===== src/rtl/light_monitor_pkg.sv =====
// light_monitor_pkg: phase and light codes shared by the traffic controller and its monitor.
package light_monitor_pkg;
    localparam logic [1:0] PH_AG_BR = 2'd0;
    localparam logic [1:0] PH_AY_BR = 2'd1;
    localparam logic [1:0] PH_AR_BG = 2'd2;
    localparam logic [1:0] PH_AR_BY = 2'd3;
    localparam logic [1:0] GREEN  = 2'b00;
    localparam logic [1:0] YELLOW = 2'b01;
    localparam logic [1:0] RED    = 2'b10;
    typedef enum logic {ST_SYNC, ST_TRACK} mon_state_e;
    function automatic logic [1:0] next_phase(input logic [1:0] phase, input logic ta, input logic tb);
        return phase == PH_AG_BR ? (ta ? PH_AG_BR : PH_AY_BR) :
               phase == PH_AY_BR ? PH_AR_BG :
               phase == PH_AR_BG ? (tb ? PH_AR_BG : PH_AR_BY) : PH_AG_BR;
    endfunction
endpackage


===== src/rtl/light_decode.sv =====
// light_decode: maps the two road lights to a controller phase and flags illegal combinations.
module light_decode
    import light_monitor_pkg::*;
(
    input  logic [1:0] la_i,
    input  logic [1:0] lb_i,
    output logic       legal_o,
    output logic [1:0] phase_o
);
    assign legal_o = (la_i == GREEN  && lb_i == RED) || (la_i == YELLOW && lb_i == RED) ||
                     (la_i == RED    && lb_i == GREEN) || (la_i == RED && lb_i == YELLOW);
    assign phase_o = la_i == YELLOW ? PH_AY_BR :
                     lb_i == GREEN  ? PH_AR_BG :
                     lb_i == YELLOW ? PH_AR_BY : PH_AG_BR;
endmodule


===== src/rtl/light_monitor.sv =====
// light_monitor: passive checker rebuilding the controller phase from its lights,
// with sticky encoding/sequence/starvation errors and a completed-cycle counter.
module light_monitor
    import light_monitor_pkg::*;
#(
    parameter int CNT_W     = 8,
    parameter int MAX_GREEN = 16
) (
    input  logic             clk_i,
    input  logic             reset_i,
    input  logic             ta_i,
    input  logic             tb_i,
    input  logic             la1_i,
    input  logic             la0_i,
    input  logic             lb1_i,
    input  logic             lb0_i,
    output logic [1:0]       phase_o,
    output logic             synced_o,
    output logic             err_enc_o,
    output logic             err_seq_o,
    output logic             err_starve_o,
    output logic [CNT_W-1:0] cycle_cnt_o
);
    mon_state_e       state_q, state_d;
    logic [1:0]       phase_q, phase_d, obs, exp_ph;
    logic             legal, synced_q, synced_d, prev_ta_q, prev_tb_q;
    logic             err_enc_q, err_enc_d, err_seq_q, err_seq_d, err_starve_q, err_starve_d;
    logic [CNT_W-1:0] cnt_q, cnt_d, dwell_q, dwell_d;

    light_decode u_decode (
        .la_i   ({la1_i, la0_i}),
        .lb_i   ({lb1_i, lb0_i}),
        .legal_o(legal),
        .phase_o(obs)
    );

    always_comb begin
        state_d      = state_q;
        phase_d      = phase_q;
        synced_d     = synced_q;
        err_enc_d    = err_enc_q | ~legal;
        err_seq_d    = err_seq_q;
        err_starve_d = err_starve_q;
        cnt_d        = cnt_q;
        dwell_d      = dwell_q;
        exp_ph       = next_phase(phase_q, prev_ta_q, prev_tb_q);
        if (state_q == ST_SYNC) begin
            if (legal) begin
                state_d  = ST_TRACK;
                phase_d  = obs;
                synced_d = 1'b1;
                dwell_d  = '0;
            end
        end else begin
            if (legal) begin
                phase_d   = obs;
                err_seq_d = err_seq_q | (obs != exp_ph);
                cnt_d     = (phase_q == PH_AR_BY && obs == PH_AG_BR && cnt_q != '1) ? cnt_q + CNT_W'(1) : cnt_q;
            end
            dwell_d      = phase_d != phase_q ? '0 : (dwell_q == '1 ? dwell_q : dwell_q + CNT_W'(1));
            // starvation is judged against the sensor the controller actually saw last edge
            err_starve_d = err_starve_q | (dwell_d >= CNT_W'(MAX_GREEN) &&
                           ((phase_d == PH_AG_BR && !prev_ta_q) || (phase_d == PH_AR_BG && !prev_tb_q)));
        end
    end

    always_ff @(posedge clk_i) begin
        if (reset_i) begin
            state_q      <= ST_SYNC;
            phase_q      <= PH_AG_BR;
            synced_q     <= 1'b0;
            err_enc_q    <= 1'b0;
            err_seq_q    <= 1'b0;
            err_starve_q <= 1'b0;
            cnt_q        <= '0;
            dwell_q      <= '0;
            prev_ta_q    <= 1'b0;
            prev_tb_q    <= 1'b0;
        end else begin
            state_q      <= state_d;
            phase_q      <= phase_d;
            synced_q     <= synced_d;
            err_enc_q    <= err_enc_d;
            err_seq_q    <= err_seq_d;
            err_starve_q <= err_starve_d;
            cnt_q        <= cnt_d;
            dwell_q      <= dwell_d;
            prev_ta_q    <= ta_i;
            prev_tb_q    <= tb_i;
        end
    end

    assign phase_o      = phase_q;
    assign synced_o     = synced_q;
    assign err_enc_o    = err_enc_q;
    assign err_seq_o    = err_seq_q;
    assign err_starve_o = err_starve_q;
    assign cycle_cnt_o  = cnt_q;
endmodule

===== config.mk =====
export PLATFORM = sky130hd
export DESIGN_NAME = light_monitor
export DESIGN_NICKNAME = d
export VERILOG_FILES = /design/src/rtl/light_monitor_pkg.sv /design/src/rtl/light_decode.sv /design/src/rtl/light_monitor.sv
export SDC_FILE = /design/constraint.sdc
export NUM_CORES = 1
export LEC_CHECK = 0
export ABC_CLOCK_PERIOD_IN_PS = 2800
export CAP_MARGIN = 20
export CORE_MARGIN = 1.5
export CORE_UTILIZATION = 45
export CTS_CLUSTER_DIAMETER = 50
export DETAILED_ROUTE_END_ITERATION = 8
export MAX_ROUTING_LAYER = met4
export PLACE_DENSITY_LB_ADDON = 0.25
export SYNTH_ARGS = -nofsm -noshare
export SYNTH_HDL_FRONTEND = slang
export SYNTH_HIERARCHICAL = 1
export SYNTH_SLANG_ARGS = --single-unit
export TNS_END_PERCENT = 50

===== constraint.sdc =====
create_clock -name clk_i -period 2.8 [get_ports clk_i]
set_clock_uncertainty 0.15 [all_clocks]
set_input_delay 0.56 -clock clk_i [delete_from_list [all_inputs] [get_ports clk_i]]
set_output_delay 0.56 -clock clk_i [all_outputs]
set_load 0.03 [all_outputs]

### Word level (Yosys, flattened, before mapping)

Cells that the tools add are included.

| storage, ports and cells | value |
|---|---|
| flip-flop bits (word level) | 25 |
| input port bits | 8 |
| output and inout port bits | 14 |
| word-level logic and storage cells | 71 |

| cells by class | value |
|---|---|
| $add $sub $neg | 2 |
| order comparisons | 1 |
| equal/unequal tests | 12 |
| mux-type cells | 17 |
| bitwise logic cells | 5 |
| reduce and logical (&&, ||, !) cells | 24 |

Operators by type and width:

| operator | number |
|---|---|
| 8-bit 2-to-1 mux | 4 |
| 2-bit 2-to-1 mux | 9 |
| 8-bit by 1-bit adder with 8-bit output, second input constant | 2 |
| 2-bit equality test, second input constant | 5 |
| 2-bit logical NOT | 5 |
| 1-bit logical AND | 9 |
| 8-bit equality test, second input constant | 1 |
| 8-bit by 5-bit >= comparator with 1-bit output, second input constant | 1 |
| 8-bit inequality test, second input constant | 1 |
| 2-bit by 1-bit equality test with 1-bit output, second input constant | 3 |
| 1-bit logical OR | 4 |
| 1-bit 2-to-1 mux | 4 |
| 2-bit inequality test | 2 |
| 2-bit AND reduction | 2 |
| 1-bit OR | 3 |
| 3-bit AND reduction | 1 |
| 1-bit logical NOT | 2 |
| 1-bit inverter | 2 |
| 2-bit nonzero test | 1 |

### Depth between registers and ports, before layout

Gate-level depths: netlist of the first run.

| depth | value |
|---|---|
| depth in word-level cells | 12 |
| depth in mapped cells | 8 |
| gate-level depth less buffers | 7 |

### Modules after synthesis

The synthesis of the first run kept the hierarchy.

By module, submodules not included:

| module | times used | cells an instance | area an instance (um^2) | sequential area each (um^2) |
|---|---|---|---|---|
| light_monitor | 1 | 143 | 1275.0 | 500.5 |
| light_decode | 1 | 6 | 37.5 | 0.0 |

### Least setup slack after synthesis of the first run

No wires, ideal clock.

| path | value |
|---|---|
| path kind | in2reg |
| start point | in la1_i |
| end point | reg cnt_q[7] (netlist: cycle_cnt_o[7]) |
| library setup time | 0.071 ns |
| arrival time | 2.130 ns |
| required time | 2.579 ns |
| setup slack | 0.449 ns |
| stages on the path | 8 |
| buffers on the path | 1 |
| cell sequence | or3b_1 -> o31ai_1 -> buf_4 -> and4bb_1 -> o211a_4 -> nand4_4 -> or3_1 -> a21oi_1 |

| on the way | value |
|---|---|
| word-level cells in the longest chain between the ends | 6 |
| elaborated cells between the ends (all ways) | 15 |
| those cells by class | eq/ne (2); mux (1); reduce/logical (12) |

Ends and longest elaborated chain:

| element | line | RTL |
|---|---|---|
| from (decl) | light_monitor.sv:13 | `input logic la1_i,` |
| 2-bit by 1-bit equality test with 1-bit output / 2-bit logical NOT (equally long branches) | light_decode.sv:10 | `assign legal_o = (la_i == GREEN && lb_i == RED) \|\| (la_i == YELLOW && lb_i == RED) \|\|` |
| 1-bit logical AND | light_decode.sv:10 |  |
| 1-bit logical OR (2 in a row) | light_decode.sv:10 |  |
| 1-bit logical OR * | light_decode.sv:11 | `(la_i == RED && lb_i == GREEN) \|\| (la_i == RED && lb_i == YELLOW);` |
| named net legal | light_monitor.sv:26 | `logic legal, synced_q, synced_d, prev_ta_q, prev_tb_q;` |
| 3-bit AND reduction (no source line) * | - |  |
| to (signal assigned) | light_monitor.sv:86 | `cnt_q <= cnt_d;` |
| to (decl) | light_monitor.sv:28 | `logic [CNT_W-1:0] cnt_q, cnt_d, dwell_q, dwell_d;` |

The timed path passes the listed nets; every way through them passes the cells marked *.
A chain may end at the register's enable or synchronous reset.

### Worst setup path in the final report of the first run

| path | value |
|---|---|
| start point | in lb1_i |
| end point | reg cnt_q[5] (netlist: cycle_cnt_o[5]) |

| on the way | value |
|---|---|
| elaborated cells between the ends (all ways) | 17 |
| those cells by class | eq/ne (2); mux (3); reduce/logical (12) |

RTL lines:

| element | line | RTL |
|---|---|---|
| from (decl) | light_monitor.sv:15 | `input logic lb1_i,` |
| 2-bit equality test | light_decode.sv:10 |  |
| 1-bit logical AND | light_decode.sv:10 |  |
| 1-bit logical OR (2 in a row) | light_decode.sv:10 |  |
| 1-bit logical OR * | light_decode.sv:11 |  |
| named net legal | light_monitor.sv:26 |  |
| 3-bit AND reduction (no source line) * | - |  |

Marked as above.

==> results.md, run 1 <==
- The flow ran to the end, and the final reports show no timing, DRC or antenna violations.
- The most used flip-flop cell after synthesis is sky130_fd_sc_hd__dfxtp_1.
- The total wire length is ~2.8 mm.
- Cells fill between 50% and 60% of the core in the end.
- The final worst-path cycle share is roughly 90%.
- After synthesis, the cell types taking the most area are sky130_fd_sc_hd__dfxtp_1 (38%), sky130_fd_sc_hd__a21oi_1 (6.1%), sky130_fd_sc_hd__ha_1 (5.7%).
- In the synthesized netlist, the number of instances is roughly 150.
- In the post-synthesis netlist, the cell with the most instances is sky130_fd_sc_hd__dfxtp_1.
- The part of the power in the clock network is 25.1%.
- Derived from the worst setup path, the maximum achievable clock frequency is 392 MHz.
- STA puts the critical path data required time at between 2 and 3 ns.
- The share of synthesized area in the top cell type comes to a little under two fifths.
- The number of hold buffers added after CTS is 0.
- The leftover overflow at the end of global routing is 0.
- The transition at the pin with the smallest max-transition slack is between 0.5 and 0.6 ns.
- The half-perimeter wire length of the detailed placement result is ~2.1 mm.
- The area of the die is 3250 sq um.
- The number of antenna violations at the first check in global routing is 0.
- The area added between synthesis and finish is 24.1%.
- The largest area contributor in the netlist is sky130_fd_sc_hd__dfxtp_1.
- Summing every instance area after synthesis gives roughly 1300 sq um.
- Summed over all nets, the switching power comes to 0.166 mW.
- The number of antenna repair diodes is 0.
- Clock tree synthesis selected as its root buffer the cell sky130_fd_sc_hd__clkbuf_4.
- The placement row count is 19.
- The worst-case IR drop observed on VDD is between 200 and 300 uV.
- The first routing iteration left 18 violations.
- The class of the tightest hold or removal check is flop to flop.
- Counting flops with a built-in enable in the synthesized netlist gives 0.
- The worst setup path is of the input port to flop kind.
- For this run, the total global-route usage over all layers was measured as 18.0%.
- The data arrival time of the worst path is around 2.7 ns.
- The number of nets at the end of the flow is roughly 190.
- Summed over all cells, the static leakage comes to roughly 0.63 nW.
- Power spread over the standard cell area amounts to roughly 390 nW/um^2.
- The smallest setup slack after layout is 0.248 ns.
- The async set-or-reset flop fraction in the synthesized netlist is 0%.
- The pre-antenna-repair detailed-routing pass consisted of 6 iterations.
- The internal power consumption is 0.468 mW.
- The final max-slew violation count is 0.
- The sequential area share after synthesis is about two fifths.
- The hold violation total from the final report is 0.
- The count of buffers added on input and output ports is 21.
- The worst relative slew slack is approximately 66%.
- The detail-routed net length per standard cell is 13.4 microns.
- The clock latency reported for the late side of the worst-skew pair is between 0.3 and 0.4 ns.
- Sorting the synthesized cells by how often they occur yields sky130_fd_sc_hd__dfxtp_1 (25), sky130_fd_sc_hd__nor2_1 (17), sky130_fd_sc_hd__a21oi_1 (16).
- Synthesis inferred 25 register bits.
- The maximum number of buffers from clock root to sink is 2.
- The largest fanout of any net on the critical path is 6.
- For this design, the sink count on the clock tree is 25.
- Excluding fillers, the count of instances in the completed layout stands at roughly 210.
- Of the cells placed in the final design, the portion with a size suffix greater than 1 is about 10%.
- 22 I/O pins were placed.
- In this run switching power makes up around a quarter of total power.
- The sum of negative setup slack is 0 ns.
- OpenSTA, run right after detailed placement, puts the worst setup slack at -0.187 ns.
- The via count of the routed design is approximately 1,200.
- In this run the number of H-tree levels came out at 1.
- Setup violations remaining at the end of the flow were counted as 0.
- The number of buffers created by CTS is 3.
- The die boundary height is 57.0 microns.
- Entering global routing, the biggest net connects 15 pins.
- Combinational logic is responsible for between 10% and 20% of the overall power.
- Averaged over all synthesized cells, the footprint is approximately 8.8 sq um.
- Setup repair after global routing left no endpoint under its margin.
- The Yosys warning count is 6.
- Registers are responsible for between 50% and 60% of the overall power.
- The total placed cells including tap cells is slightly above 200.
- The initial core utilization is between 40% and 50%.
- The count of unique library cells instantiated by Yosys is 37.
- STA classifies the critical path endpoint as a flop.
- The total nets after synthesis is around 160.
- Max-cap violations in this run came to 0.
- The count of unresolved DRC violations after routing is 0.
- The clock transition at the register clock pins on the worst setup and hold paths after CTS is about 0.13 ns.
- Once detail routing completed, the nets flagged for antenna violations numbered 0.
- The via count of the first global-routing pass was ~1,100.
- The final critical delay including setup and external delays is 2.55 ns.
- The congestion estimate from routability-driven global placement came to roughly 0.83.
- TritonCTS built the clock tree.
- The first global-routing pass estimated about 4.6 mm of wire.
- After detailed routing, the number of vias per cell comes to between 5 and 6.
- The core area is ~2800 sq um.
- The category of the worst setup path launch point is an input port.
- The layout has about 260 filler cells.
- The die width is roughly 57 microns.
## stage by stage
| stage | power, mW | instance area, sq um | hold WS [ns] |
|---|---|---|---|
| floorplan | 0.441 | 1310 | 0.343 |
| finish | 0.634 | 1630 | 0.311 |
| global route | 0.663 | 1630 | 0.351 |
| detailed placement | 0.481 | 1600 | 0.297 |
| global placement | 0.478 | 1600 | 0.287 |
| CTS | 0.639 | 1620 | 0.316 |
## power by group through the flow
stage / logic (mW) / registers [mW] / clock network (mW)
4_1_cts: 0.0998 / 0.374 / 0.166
3_3_place_gp: 0.0964 / 0.381 / 0
2_1_floorplan: 0.0533 / 0.387 / 0
5_1_grt: 0.110 / 0.375 / 0.177
3_5_place_dp: 0.0993 / 0.382 / 0
6_report: 0.100 / 0.374 / 0.159
## cell type report
type,count,area (sq um),share of cell area (%)
repair buffers,31,285,17.5
clock buffers,4,26.3,1.61
inverters,6,22.5,1.38
multi-input cells,111,756,46.4
flip-flops and latches,25,500,30.7
well taps,31,38.8,2.38
## critical path, cell delays in order
cell	delay, ns
sky130_fd_sc_hd__clkdlybuf4s50_1	0.52
sky130_fd_sc_hd__or3b_1	0.39
sky130_fd_sc_hd__o31ai_2	0.13
sky130_fd_sc_hd__and4bb_1	0.28
sky130_fd_sc_hd__o211a_4	0.19
sky130_fd_sc_hd__nand4_4	0.12
sky130_fd_sc_hd__or3_1	0.33
sky130_fd_sc_hd__a21oi_1	0.15
## cell usage in the layout, fill, tap and decap left out, types with 2 or more instances in the layout
master and n:
sky130_fd_sc_hd__dfxtp_1 25, sky130_fd_sc_hd__nor2_1 17, sky130_fd_sc_hd__a21oi_1 16, sky130_fd_sc_hd__and4_1 2, sky130_fd_sc_hd__inv_1 6, sky130_fd_sc_hd__ha_1 6
sky130_fd_sc_hd__xor2_1 3, sky130_fd_sc_hd__xnor2_1 6, sky130_fd_sc_hd__clkbuf_4 3, sky130_fd_sc_hd__and3_1 5, sky130_fd_sc_hd__a22oi_1 2, sky130_fd_sc_hd__or3_1 3
sky130_fd_sc_hd__o21ai_0 4, sky130_fd_sc_hd__clkdlybuf4s50_1 21, sky130_fd_sc_hd__nand4_1 2, sky130_fd_sc_hd__nand2_1 5, sky130_fd_sc_hd__a31oi_1 4, sky130_fd_sc_hd__mux2i_1 4
sky130_fd_sc_hd__a41oi_1 2, sky130_fd_sc_hd__buf_4 10, sky130_fd_sc_hd__nor3_1 7, sky130_fd_sc_hd__nor2b_1 3, sky130_fd_sc_hd__nand3_1 6
## per-layer routing
layer | up-vias | share of wire (%) | routed length, microns | track usage (%)
li1 | 594 | - | - | -
met1 | 581 | 44 | 1230 | 21.5
met2 | 21 | 51 | 1440 | 31.4
met3 | 4 | 3.8 | 106 | 2.72
met4 | 0 | 0.75 | 21 | 4.98
met5 | - | 0 | 0 | -
## path summary, 6_finish.rpt
path,from,to,slack (ns),cells past startpoint
setup / recovery,lb1_i,cycle_cnt_o[5],0.25,8
hold / removal,err_enc_o,err_enc_o,0.31,2
setup reg to reg,dwell_q[0],err_starve_o,0.77,6
hold reg to reg,err_enc_o,err_enc_o,0.31,2
## what timing repair did
| item | 4_1_cts | 5_1_grt |
|---|---|---|
| setup endpoints to repair | 0 | 3 |
| resized for setup | 0 | 1 |
| buffers inserted | 0 | 0 |
## cells by family (layout without fill, tap and decap cells)
family / count (synthesis) / count (layout) / share of synthesized area (%)
compound gates: 35 / 35 / 17.8
xor+xnor: 9 / 9 / 6.01
flops: 25 / 25 / 38.1
fa+ha+maj: 6 / 6 / 5.72
buf+inv: 13 / 41 / 4.67
simple gates: 57 / 57 / 24.6
mux: 4 / 4 / 3.05
Note: power is estimated with default switching activity, not from simulation.
==> run 2, diff against run 1 <==
==> constraint.sdc (replaced) <==
create_clock -name clk_i -period 2.8 [get_ports clk_i]
set_clock_uncertainty 0.15 [all_clocks]
set_input_delay 0.42 -clock clk_i [delete_from_list [all_inputs] [get_ports clk_i]]
set_output_delay 0.42 -clock clk_i [all_outputs]
set_load 0.03 [all_outputs]
==> run 2 against run 1 <==
Critical path depth stayed put; sequential share of layout area up 0.87 points; global-route usage up 1.3 points; clock power barely moved; die area unchanged; power decreased by 1.2%; clock-buffer cell count did not move; register-to-register slack worse by 0.03 ns; via count decreased by 4.5%; routed wire length is 1.6% lower; non-clock buffer count shrank 6; critical endpoint unchanged; largest cell class unchanged; highest routed layer unchanged.
==> results.md, run 2 (same netlist as run 1, synthesis figures left out) <==
- The placement row count is 19 (unchanged).
- The final worst-path cycle share was 88.9% (-2.2 points).
- The highest cell delay on the worst timing path is 0.52 ns (about the same).
- The count of unresolved DRC violations after routing is 0 (unchanged).
- The setup slack at placement is -0.297 ns (-0.110 ns).
- The total wire length was 2.75 mm (-1.6%).
- The class of the tightest hold or removal check is flop to flop.
- The largest individual stage delay along the critical path comes from the cell sky130_fd_sc_hd__clkdlybuf4s50_1.
- The share of layout cells above drive strength 1 is 7.02% (-3.2 points).
- The via count of the first global-routing pass came to 1,109 (+3.2%).
- The power per cell area is 395 nW/um^2 (+1.6%).
- The smallest setup slack after layout is 0.311 ns (+0.0627 ns).
- The source of the worst register-to-register timing path is dwell_q[1].
- The run finished with clean final reports.
- The final design instance area without fill is 1580 sq um (-2.8%).
- The leftover overflow at the end of global routing is 0 (unchanged).
- The initial core utilization is 47.6% (unchanged).
- The final critical delay including setup and external delays is 2.49 ns (-0.0627 ns).
- The filler cell count in the final layout was 255 (-2.7%).
- The core area is 2760 sq um (unchanged).
- The area of the die came to 3250 sq um (unchanged).
- The hold violation total from the final report is 0 (unchanged).
- The worst setup path is launched from an input port.
- The required time of the critical path was 2.90 ns (about the same).
- Setup repair after global routing left no endpoint under its margin.
- The final max-slew violation count is 0 (unchanged).
- The tree is rooted in a sky130_fd_sc_hd__clkbuf_4.
- The worst hold margin is 0.321 ns (+0.00933 ns).
- The number of primary I/O pins is 22 (unchanged).
- The number of post-CTS setup repair buffers is 0 (unchanged).
- The cell count of the worst reg-to-reg path was 6 (unchanged).
- The met3 layer wire length in the routed design was 82 microns (-23%).
- The clock transition at the register clock pins on the worst setup and hold paths after CTS is 0.13 ns (about the same).
- Compared with the post-synthesis result, the final layout area differs by 20.7%.
- The die boundary height was 57.0 microns (unchanged).
- The maximum number of buffers from clock root to sink came to 2 (unchanged).
- The total placed cells including tap cells is 198 (-2.9%).
- The kind of capture point of the worst setup path is a flop.
- The sum of negative setup slack was 0 ns (unchanged).
- The total buffers and inverters traversed by the critical path was 1 (unchanged).
- The number of antenna-violating nets in the routed design is 0 (unchanged).
- The die width is 57.0 microns (unchanged).
- The first-pass GRT wire length is 4.86 mm (+6.5%).
- The global placement routability congestion is 0.853 (+2.2%).
- The final design utilization was 57.4% (-1.6 points).
- The number of nets at the end of the flow came to 186 (-3.1%).
- The via count of the routed design is 1,146 (-4.5%).
- The endpoint identified for the worst register-to-register timing path is err_starve_o.
- The H-tree level count was 1 (unchanged).
- The detail-routed net length per standard cell was 13.6 microns (+1.3%).
- The kind of critical path is input port to flop.
- The detailed-routing wirelength on met1 was 1.21 mm (-1.3%).
- The maximum achievable frequency is 402 MHz (+2.5%).
- The clock latency reported for the late side of the worst-skew pair is 0.31 ns (about the same).
- The number of hold buffers added after CTS is 0 (unchanged).
- The setup slack of the most critical reg-to-reg path was 0.74 ns (-0.03 ns).
- The count of buffers inserted at the top-level ports is 21 (unchanged).
- The number of DRC violations after detailed-routing iteration 0 is 35 (+17).
- The half-perimeter wire length of the detailed placement result was 2.06 mm (-1.0%).
- The transition at the pin with the smallest max-transition slack is 0.751 ns (+0.237 ns).
- TritonCTS built the clock tree.
- The iteration count of the initial detailed-routing pass is 4 (-2).
- The cell leakage power was 0.598 nW (-4.6%).
- The hold path startpoint is err_enc_o.
- The pin count of the biggest net entering global routing is 20 (+5).
- The largest fanout of any net on the critical path is 7 (+1).
- The number of buffers created by CTS is 3 (unchanged).
- The cell family contributing the most delay on the critical path is simple AND/OR/NAND/NOR gates.
- The peak ir drop on the vdd network came to 249 uV (-5.7%).
- The top cell types in the final layout, fill and taps aside, are sky130_fd_sc_hd__dfxtp_1 (25), sky130_fd_sc_hd__clkdlybuf4s50_1 (21), sky130_fd_sc_hd__nor2_1 (17), sky130_fd_sc_hd__a21oi_1 (16), sky130_fd_sc_hd__nor3_1 (7).
- The critical path goes through clkdlybuf4s50_1 -> or3b_1 -> o31ai_2 -> and4bb_1 -> o211a_4 -> nand4_4 -> or3_1 -> a21oi_1.
- The number of max-cap violations is 0 (unchanged).
- The data arrival time of the worst path came to 2.59 ns (-0.07 ns).
- The clock sink count is 25 (unchanged).
- The number of antenna repair diodes is 0 (unchanged).
- The total global-route track usage is 19.3% (+1.3 points).
- The worst relative slew slack is 49.8% (-16 points).
- The power after layout was 0.626 mW (-1.2%).
- The placed standard-cell area came to 1550 sq um (-2.8%).
- The detailed route wirelength on metal2 is 1.40 mm (-2.6%).
- The worst hold path cell count is 2 (unchanged).
- The total setup violations reported at the end of the flow is 0 (unchanged).
- The number of antenna violations at the first check in global routing is 0 (unchanged).
- The detailed router used layers up to and including met4.
- The post-CTS resize count is 0 (unchanged).
- The vias per cell is 5.67 (-1.7%).
- For hold timing, the worst endpoint is err_enc_o.
- The most common cell after layout, fill and taps aside is sky130_fd_sc_hd__dfxtp_1.
- The final cell count without fillers came to 202 (-2.9%).
[run 2: final cells by class]
type / count / area, sq um / area share [%]
clock buffers: 4 / 26.3 / 1.66
repair buffers: 25 / 240 / 15.2
well taps: 31 / 38.8 / 2.45
inverters: 6 / 22.5 / 1.42
flip-flops and latches: 25 / 500 / 31.6
multi-input cells: 111 / 756 / 47.7
[run 2: worst register-to-register path: stages (launching register included)]
cell                       delay (ns)
sky130_fd_sc_hd__dfxtp_1         0.42
sky130_fd_sc_hd__ha_1            0.24
sky130_fd_sc_hd__and3_1          0.29
sky130_fd_sc_hd__nand3b_1        0.12
sky130_fd_sc_hd__nor3b_1         0.15
sky130_fd_sc_hd__or3_1           0.34
sky130_fd_sc_hd__o31a_1          0.24
[run 2: where the power goes]
part	switching [mW]	total, mW	leakage (nW)	internal, mW
registers	0.00929	0.374	0.203	0.364
clock network	0.102	0.158	0.0150	0.0556
logic	0.0514	0.0945	0.380	0.0431
[run 2: worst max-delay path by stage]
stage / startpoint / end / slack [ns] / cells after the start
finish: lb1_i / cycle_cnt_o[5] / 0.31 / 8
global route: la1_i / cycle_cnt_o[7] / 0.19 / 8
CTS: la1_i / cycle_cnt_o[5] / 0.05 / 8
detailed placement: la1_i / cycle_cnt_o[5] / -0.30 / 8
global placement: la1_i / cycle_cnt_o[5] / -0.14 / 8
floorplan: la1_i / cycle_cnt_o[7] / 0.59 / 8
[run 2: metal layers]
metal / GRT usage, % / up-vias
li1: - / 582
met1: 23.3 / 533
met2: 32.8 / 25
met3: 2.72 / 6
met4: 6.64 / 0
met5: - / -
